### config.mk
export PLATFORM = sky130hd
export DESIGN_NAME = boa_csr_arbiter_flat
export DESIGN_NICKNAME = d
export VERILOG_FILES = /design/src/rtl/boa_csr_arbiter_if.sv /design/src/rtl/boa_csr_arbiter.sv /design/src/flat_wrapper.sv
export SDC_FILE = /design/constraint.sdc
export NUM_CORES = 1
export LEC_CHECK = 0
export ABC_AREA = 1
export CORE_ASPECT_RATIO = 0.7
export CORE_MARGIN = 4
export CORE_UTILIZATION = 39
export CTS_CLUSTER_SIZE = 20
export DETAILED_ROUTE_END_ITERATION = 6
export GPL_TIMING_DRIVEN = 0
export PLACE_DENSITY = 0.76
export SETUP_SLACK_MARGIN = 0.05
export SYNTH_ARGS = -nofsm -noshare
export SYNTH_HDL_FRONTEND = slang
export SYNTH_SLANG_ARGS = --single-unit
### constraint.sdc
create_clock -name clk -period 1.7 [get_ports clk]
set_clock_uncertainty 0.05 [all_clocks]
set_input_delay 0.425 -clock clk [delete_from_list [all_inputs] [get_ports clk]]
set_output_delay 0.425 -clock clk [all_outputs]
set_load 0.005 [all_outputs]
### src/rtl/boa_csr_arbiter_if.sv
// boa_csr_bus: zero-latency CSR access bus between an access master and the CSR file.
interface boa_csr_bus;
    logic        we;
    logic [11:0] addr;
    logic [31:0] wdata;
    logic        exists;
    logic        rdonly;
    logic [1:0]  priv;
    logic [31:0] rdata;
    modport CPU    (output we, addr, wdata, input exists, rdonly, priv, rdata);
    modport master (output we, addr, wdata, input exists, rdonly, priv, rdata);
    modport slave  (input we, addr, wdata, output exists, rdonly, priv, rdata);
endinterface

### src/rtl/boa_csr_arbiter.sv
// boa_csr_arbiter: two-requester CSR arbiter sequencing read, optional read-modify-write, and ack.
// Define BOA_CSR_ARB_RR_EN for round-robin arbitration; otherwise requester 0 has fixed priority.
module boa_csr_arbiter (
    input  logic             clk,
    input  logic             rst_n,
    input  logic [1:0]       req_i,
    input  logic [1:0][11:0] addr_i,
    input  logic [1:0][1:0]  wmode_i,
    input  logic [1:0][31:0] wmask_i,
    input  logic [1:0][1:0]  priv_i,
    output logic [1:0]       ack_o,
    output logic [31:0]      rdata_o,
    output logic             err_o,
    boa_csr_bus.CPU          csr
);
    typedef enum logic [1:0] {IDLE, READ, WRITE, DONE} state_e;
    state_e      state_q;
    logic        gnt_d, gnt_q, we_q, err_q, is_write, fault;
    logic [1:0]  wmode_q, priv_q, ack_q;
    logic [11:0] addr_q;
    logic [31:0] wmask_q, wdata_q, rdata_q, wdata_d;
`ifdef BOA_CSR_ARB_RR_EN
    logic        last_q;
    assign gnt_d = &req_i ? ~last_q : req_i[1];
`else
    assign gnt_d = ~req_i[0];
`endif
    // set/clear with an empty mask degrade to a plain read
    assign is_write = wmode_q == 2'b01 || (wmode_q[1] && |wmask_q);
    assign fault    = !csr.exists || priv_q < csr.priv || (is_write && csr.rdonly);
    assign wdata_d  = wmode_q == 2'b01 ? wmask_q : wmode_q[0] ? csr.rdata & ~wmask_q : csr.rdata | wmask_q;
    assign csr.we    = we_q;
    assign csr.addr  = addr_q;
    assign csr.wdata = wdata_q;
    assign ack_o     = ack_q;
    assign rdata_o   = rdata_q;
    assign err_o     = err_q;
    always_ff @(posedge clk) begin
        if (!rst_n) begin
            state_q <= IDLE;
            gnt_q   <= 1'b0;
            we_q    <= 1'b0;
            err_q   <= 1'b0;
            ack_q   <= 2'b00;
            wmode_q <= 2'b00;
            priv_q  <= 2'b00;
            addr_q  <= 12'h000;
            wmask_q <= 32'h0;
            wdata_q <= 32'h0;
            rdata_q <= 32'h0;
`ifdef BOA_CSR_ARB_RR_EN
            last_q  <= 1'b1;
`endif
        end else begin
            case (state_q)
                IDLE: if (|req_i) begin
                    gnt_q   <= gnt_d;
                    addr_q  <= addr_i[gnt_d];
                    wmode_q <= wmode_i[gnt_d];
                    wmask_q <= wmask_i[gnt_d];
                    priv_q  <= priv_i[gnt_d];
                    state_q <= READ;
`ifdef BOA_CSR_ARB_RR_EN
                    last_q  <= gnt_d;
`endif
                end
                READ: begin
                    rdata_q <= csr.rdata;
                    err_q   <= fault;
                    if (is_write && !fault) begin
                        we_q    <= 1'b1;
                        wdata_q <= wdata_d;
                        state_q <= WRITE;
                    end else begin
                        ack_q   <= {gnt_q, ~gnt_q};
                        state_q <= DONE;
                    end
                end
                WRITE: begin
                    we_q    <= 1'b0;
                    ack_q   <= {gnt_q, ~gnt_q};
                    state_q <= DONE;
                end
                DONE: begin
                    ack_q   <= 2'b00;
                    state_q <= IDLE;
                end
            endcase
        end
    end
endmodule

### src/flat_wrapper.sv
// flat-port wrapper written by rule: the top's interface ports become plain ports
module boa_csr_arbiter_flat 
  (clk, rst_n, req_i, addr_i, wmode_i, wmask_i, priv_i, ack_o, rdata_o, err_o, csr_we, csr_addr, csr_wdata, csr_exists, csr_rdonly, csr_priv, csr_rdata);
  boa_csr_bus csr_i ();
  input  logic clk;
  input  logic rst_n;
  input  logic [1:0] req_i;
  input  logic [1:0][11:0] addr_i;
  input  logic [1:0][1:0] wmode_i;
  input  logic [1:0][31:0] wmask_i;
  input  logic [1:0][1:0] priv_i;
  output logic [1:0] ack_o;
  output logic [31:0] rdata_o;
  output logic err_o;
  output wire logic [$bits(csr_i.we)-1:0] csr_we;
  output wire logic [$bits(csr_i.addr)-1:0] csr_addr;
  output wire logic [$bits(csr_i.wdata)-1:0] csr_wdata;
  input wire logic [$bits(csr_i.exists)-1:0] csr_exists;
  input wire logic [$bits(csr_i.rdonly)-1:0] csr_rdonly;
  input wire logic [$bits(csr_i.priv)-1:0] csr_priv;
  input wire logic [$bits(csr_i.rdata)-1:0] csr_rdata;
  assign csr_we = csr_i.we;
  assign csr_addr = csr_i.addr;
  assign csr_wdata = csr_i.wdata;
  assign csr_i.exists = csr_exists;
  assign csr_i.rdonly = csr_rdonly;
  assign csr_i.priv = csr_priv;
  assign csr_i.rdata = csr_rdata;
  boa_csr_arbiter u_core (.clk(clk), .rst_n(rst_n), .req_i(req_i), .addr_i(addr_i), .wmode_i(wmode_i), .wmask_i(wmask_i), .priv_i(priv_i), .ack_o(ack_o), .rdata_o(rdata_o), .err_o(err_o), .csr(csr_i));
endmodule
==> results of run 1 <==
-- final cells by class --
cell class	instances	area, um2	share of cell area
clock buffer	20	437	0.0518
clock inverter	12	81.3	0.00965
tap	166	208	0.0246
inverter	28	115	0.0137
timing repair buffer	227	2180	0.259
sequential	119	2410	0.286
multi-input combinational	529	2650	0.314
buffer	50	344	0.0408
-- cell usage after synthesis --
cell        n  area, um2
a21boi_0    1       7.51
a21boi_1    1       7.51
a21oi_1    59        295
a21oi_2     1       8.76
a31oi_1    48        300
buf_1       1       3.75
buf_2      12       60.1
buf_6       6       67.6
clkbuf_1   31        116
dfxtp_1   119       2380
ha_1        5       62.6
inv_1      26       97.6
inv_2       2       7.51
nand2_1   148        556
nand2_2     1       6.26
nand3_1     7       35.0
nand4_4     2       42.5
nor2_1    130        488
nor2_2      1       6.26
nor2_4      1       11.3
nor2_8      1       20.0
nor3_1     12       60.1
nor3b_1     6       45.0
o211ai_1    1       7.51
o21a_1      1       7.51
o21ai_0    87        435
o21ai_1    13       65.1
o21ai_2     1       8.76
or2_2       1       6.26
-- kinds of logic (layout without fill, tap and decap cells) --
family | after synthesis | in the layout | synth area share
DFF | 119 | 119 | 0.457
and+or+nand+nor | 310 | 311 | 0.245
AOI/OAI and AO/OA | 213 | 213 | 0.219
buffers and inverters | 78 | 337 | 0.0676
adders and majority gates | 5 | 5 | 0.0120
-- stage by stage --
stage	setup TNS (ns)	power [uW]	util
6_report	-2.12	12300	0.642
5_1_grt	-4.82	13100	0.642
4_1_cts	-0.946	11900	0.623
3_5_place_dp	-59.64	8760	0.578
3_3_place_gp	-56.89	8680	0.578
2_1_floorplan	-0.345	6480	-
-- worst max path at each step --
stage | startpoint | end | slack (ns) | depth (start not counted)
after floorplan | csr_priv[1] | u_core.csr.wdata[25]$_SDFFE_PN0P_ | -0.03 | 10
after CTS | u_core.priv_q[1]$_SDFFE_PN0P_ | u_core.csr.wdata[28]$_SDFFE_PN0P_ | -0.08 | 9
after global routing | u_core.priv_q[1]$_SDFFE_PN0P_ | u_core.csr.wdata[18]$_SDFFE_PN0P_ | -0.17 | 9
after detailed placement | csr_priv[1] | u_core.csr.wdata[28]$_SDFFE_PN0P_ | -0.85 | 11
after global placement | csr_priv[1] | u_core.csr.wdata[28]$_SDFFE_PN0P_ | -0.83 | 11
final | u_core.priv_q[1]$_SDFFE_PN0P_ | u_core.csr.wdata[26]$_SDFFE_PN0P_ | -0.09 | 8
-- what timing repair did --
action                                  in CTS  in global routing
hold endpoints to repair                     0                  0
gates resized for setup                    142                 56
endpoints found under the setup margin     197                108
setup buffers                                2                  7
pin swaps                                    7                  7
gates cloned                                 1                  4
-- critical path, cell delays in order, from the launching register on --
cell and delay, ns:
dfxtp_2 0.33, ha_4 0.25, a21boi_4 0.16, o21a_4 0.19, buf_4 0.14, nand4_4 0.15
clkbuf_16 0.22, o21ai_1 0.13, nor2_1 0.06
-- power by group --
part           switching [uW]  leakage, uW  internal (uW)  total [uW]
Combinational            2520      0.00254           2140        4660
Sequential                788     0.000985           3690        4480
Clock                    1330     0.000246           1850        3180
-- sequential cells by signal, summed over array words and instances, names as in the netlist --
| name | flops |
|---|---|
| u_core.csr.addr | 12 |
| u_core.state_q | 2 |
| u_core.err_o | 1 |
| u_core.csr.wdata | 32 |
| u_core.rdata_o | 32 |
| u_core.csr.we | 1 |
| u_core.ack_o | 2 |
| u_core.wmask_q | 32 |
| u_core.gnt_q | 1 |
| u_core.wmode_q | 2 |
| u_core.priv_q | 2 |
-- routing by layer --
layer	vias up	wire, um	track usage
met3	29	2360	0.0858
met1	2775	8500	0.329
met4	0	346	0.0846
li1	2926	-	-
met2	318	8840	0.373
met5	-	0	0
==> impl_metrics.yaml, run 1 <==
sta:
  setup_viol: 35
  hold_viol: 0
  slew_viol_final: 0
  fin_crit_sh: 1.05
  layout_setup_ws_ns: -0.0927
  fin_crit_ns: 1.79
  worst_pin_slew_ns: 0.574
  slew_headroom: 0.615
  timing.hold.ws_ns: 0.404
  fmaxAchievable_mhz: 558
  grt_setup_unrepaired: "true"
cts:
  root_buffer: "clkbuf_16"
  worstSkewPairLatency_ns: 0.41
  cts.path.max_buffers: 2
  cts_max_level: 4
  tritoncts: "yes"
  clkTransAtPathRegs_ns: 0.06
  hold_buffers: 0
  cts.sinks: 119
  cts_made_buffers: 17
setup_path:
  critPathArrivalTime_ns: 2.04
  start_kind: "flip-flop"
  reg2reg_slack_ns: -0.09
  regToRegStartpoint: "u_core.priv_q[1]$_SDFFE_PN0P_"
  cp.required_ns: 1.95
  worstReg2RegEnd: "u_core.csr.wdata[26]$_SDFFE_PN0P_"
  path_class: "reg -> reg"
  endpoint_kind: "flip-flop"
  r2r_cells: 8
  worstPathMaxFanout: 6
layout:
  finalNetCount: 1113
  final_common_cell: "clkdlybuf4s50_1"
  stdcell_count: 1151
  nFillCells: 1164
  antenna_cells: 0
  design_area_mm2: 0.00843
  drive_above_1_share: 0.152
  syn_to_final_growth_pct: 61.5
  final_cell_mix: "132 x clkdlybuf4s50_1, 126 x nand2_1, 121 x nor2_1"
routing:
  drtPass1Iterations: 4
  initialDrtViolationCount: 381
  routedWlPerCell_um: 17.4
  vias: 6048
  wl_mm: 20.0
  antenna_left: 0
  drt-vias-per-instance: 5.25
  drc: 0
global_route:
  grt_usage: 0.247
  grt_pass1_vias: 5593
  grt_pass1_wl_mm: 29.9
  grt_remaining_overflow: 0
  grt_max_degree: 17
  antenna_found_initial: 0
power_and_ir_drop:
  powerDensity_mw_per_mm2: 1460
  p_leak_uw: 0.00377
  ir_drop_mv: 0.721
logic_synthesis:
  ys_types: 29
  synth_warnings: 0
  syn-num-nets: 866
  ys_seq_area_frac: 0.457
  syn-cell-area_mm2: 0.00522
  synth_cells: 725
  syn_avg_cell_area_um2: 7.20
  ys_seq_elements: 119
outcome:
  violations: "setup timing"
  outcome: "complete, but fails checks"
placement:
  place_hpwl_mm: 14.9
  routabilityCongestion: 0.894
  dp_cells: 1105
  dp_slack_ns: -0.846
  portBuffers: 214
  postPlaceCellArea_mm2: 0.00759
floorplan:
  core_region_area_mm2: 0.0131
  fp.dieH_um: 105
  io_pins: 216
  initial_utilization: 0.397
  dieArea_mm2: 0.0153
  die_x_um: 146
  std_cell_rows: 35
flow_run:
  drv_cap: 0
worst_hold_path:
  hold_depth: 3
  min_from: "rst_n"
  whs_endpoint: "u_core.wmode_q[1]$_SDFFE_PN0P_"
  min_path_type: "in -> reg"
(Power assumes the default switching activity.)
==> run 2: changes to the inputs <==
CELL_PAD_IN_SITES_DETAIL_PLACEMENT = 0   (was not set)
CELL_PAD_IN_SITES_GLOBAL_PLACEMENT = 1   (was not set)
CORE_UTILIZATION = 27   (was 39)
==> impl_metrics.yaml, run 2 (same netlist as run 1, synthesis figures left out) <==
outcome:
  outcome: "complete, but fails checks"
  violations: "setup timing"
worst_hold_path:
  min_path_type: "reg -> reg"
layout:
  design_area_mm2: 0.00862
  syn_to_final_growth_pct: 65.2
  finalNetCount: 1113
  antenna_cells: 0
  nFillCells: 2017
  final_common_cell: "clkdlybuf4s50_1"
  drive_above_1_share: 0.168
  final_cell_mix: "132 x clkdlybuf4s50_1, 122 x nand2_1, 116 x nor2_1"
  utilization: 0.456
cts:
  cts.path.max_buffers: 2
  worstSkewPairLatency_ns: 0.41
  cts_max_level: 4
  root_buffer: "clkbuf_16"
  cts.sinks: 119
  hold_buffers: 0
  tritoncts: "yes"
  clkTransAtPathRegs_ns: 0.06
  cts_made_buffers: 17
routing:
  wl_mm: 22.0
  drc: 0
  drtPass1Iterations: 5
  drt-vias-per-instance: 4.78
  antenna_left: 0
  routedWlPerCell_um: 18.0
  initialDrtViolationCount: 331
  vias: 5857
sta:
  slew_headroom: 0.583
  layout_setup_ws_ns: -0.133
  setup_viol: 36
  fin_crit_ns: 1.83
  fmaxAchievable_mhz: 545
  fin_crit_sh: 1.08
  slew_viol_final: 0
  worst_pin_slew_ns: 0.625
  hold_viol: 0
  grt_setup_unrepaired: "true"
setup_path:
  path_class: "in -> reg"
  worstPathMaxFanout: 5
  start_kind: "primary input"
  cp.required_ns: 1.96
  critPathArrivalTime_ns: 2.09
  endpoint_kind: "flip-flop"
floorplan:
  core_region_area_mm2: 0.0189
  initial_utilization: 0.276
  die_x_um: 174
  fp.dieH_um: 124
  io_pins: 216
  std_cell_rows: 42
  dieArea_mm2: 0.0216
power_and_ir_drop:
  ir_drop_mv: 0.716
  p_leak_uw: 0.00382
  powerDensity_mw_per_mm2: 1490
  finalPower_uw: 12800
global_route:
  grt_max_degree: 17
  grt_usage: 0.201
  grt_pass1_wl_mm: 33.7
  antenna_found_initial: 0
  grt_remaining_overflow: 0
  grt_pass1_vias: 5832
placement:
  portBuffers: 214
  postPlaceCellArea_mm2: 0.00769
  routabilityCongestion: 0.833
  place_hpwl_mm: 16.7
flow_run:
  drv_cap: 0
[run 2: final cells by class]
class / instances / area (um2) / area share
Timing Repair Buffer: 226 / 2170 / 0.252
Inverter: 28 / 120 / 0.0139
Buffer: 50 / 302 / 0.0350
Multi-Input combinational cell: 530 / 2710 / 0.315
Clock inverter: 8 / 121 / 0.0141
Sequential cell: 119 / 2410 / 0.280
Tap cell: 242 / 303 / 0.0351
Clock buffer: 23 / 478 / 0.0555
[run 2: per-layer routing]
| metal | global-route usage | share of wire |
|---|---|---|
| met1 | 0.285 | 0.48 |
| met2 | 0.289 | 0.40 |
| met3 | 0.0692 | 0.098 |
| met4 | 0.0572 | 0.015 |
| met5 | 0 | 0 |
[run 2: through the flow]
step | hold slack (ns) | setup TNS, ns | instances | worst slack, ns
after CTS | 0.426 | -1.67 | 1225 | -0.0887
final | 0.414 | -2.95 | 1226 | -0.133
after floorplan | 0.412 | -0.345 | 725 | -0.0250
after detailed placement | 0.407 | -59.28 | 1181 | -0.841
after global routing | 0.448 | -5.24 | 1226 | -0.199
after global placement | 0.399 | -57.52 | 1181 | -0.827
[run 2: repair_timing]
item                                    CTS  global route
pin swaps                                 6             9
gates cloned                              7             0
gates resized for setup                 175            36
buffers inserted                          6             2
endpoints found under the setup margin  198            95
[run 2: worst max-delay path: stages]
cell and delay [ns]:
dlygate4sd2_1 0.30, inv_8 0.04, ha_4 0.25, a21boi_2 0.15, o21a_4 0.19, nand4_4 0.18, nor2_8 0.23, buf_6 0.16
nand2_2 0.05, nand2_2 0.07, nor2_1 0.04
[run 2: where the power goes]
group / internal (uW) / switching, uW
combinational: 2030 / 2600
clock: 2410 / 1300
sequential: 3690 / 808
[run 2: final timing paths]
path / end / slack [ns] / cells after the start / start
worst max-delay path: u_core.csr.wdata[18]$_SDFFE_PN0P_ / -0.13 / 11 / csr_priv[1]
worst min-delay path: u_core.csr.wdata[20]$_SDFFE_PN0P_ / 0.41 / 2 / u_core.csr.wdata[20]$_SDFFE_PN0P_
worst max register to register: u_core.csr.wdata[18]$_SDFFE_PN0P_ / -0.12 / 9 / u_core.priv_q[1]$_SDFFE_PN0P_
worst min register to register: u_core.csr.wdata[20]$_SDFFE_PN0P_ / 0.41 / 2 / u_core.csr.wdata[20]$_SDFFE_PN0P_
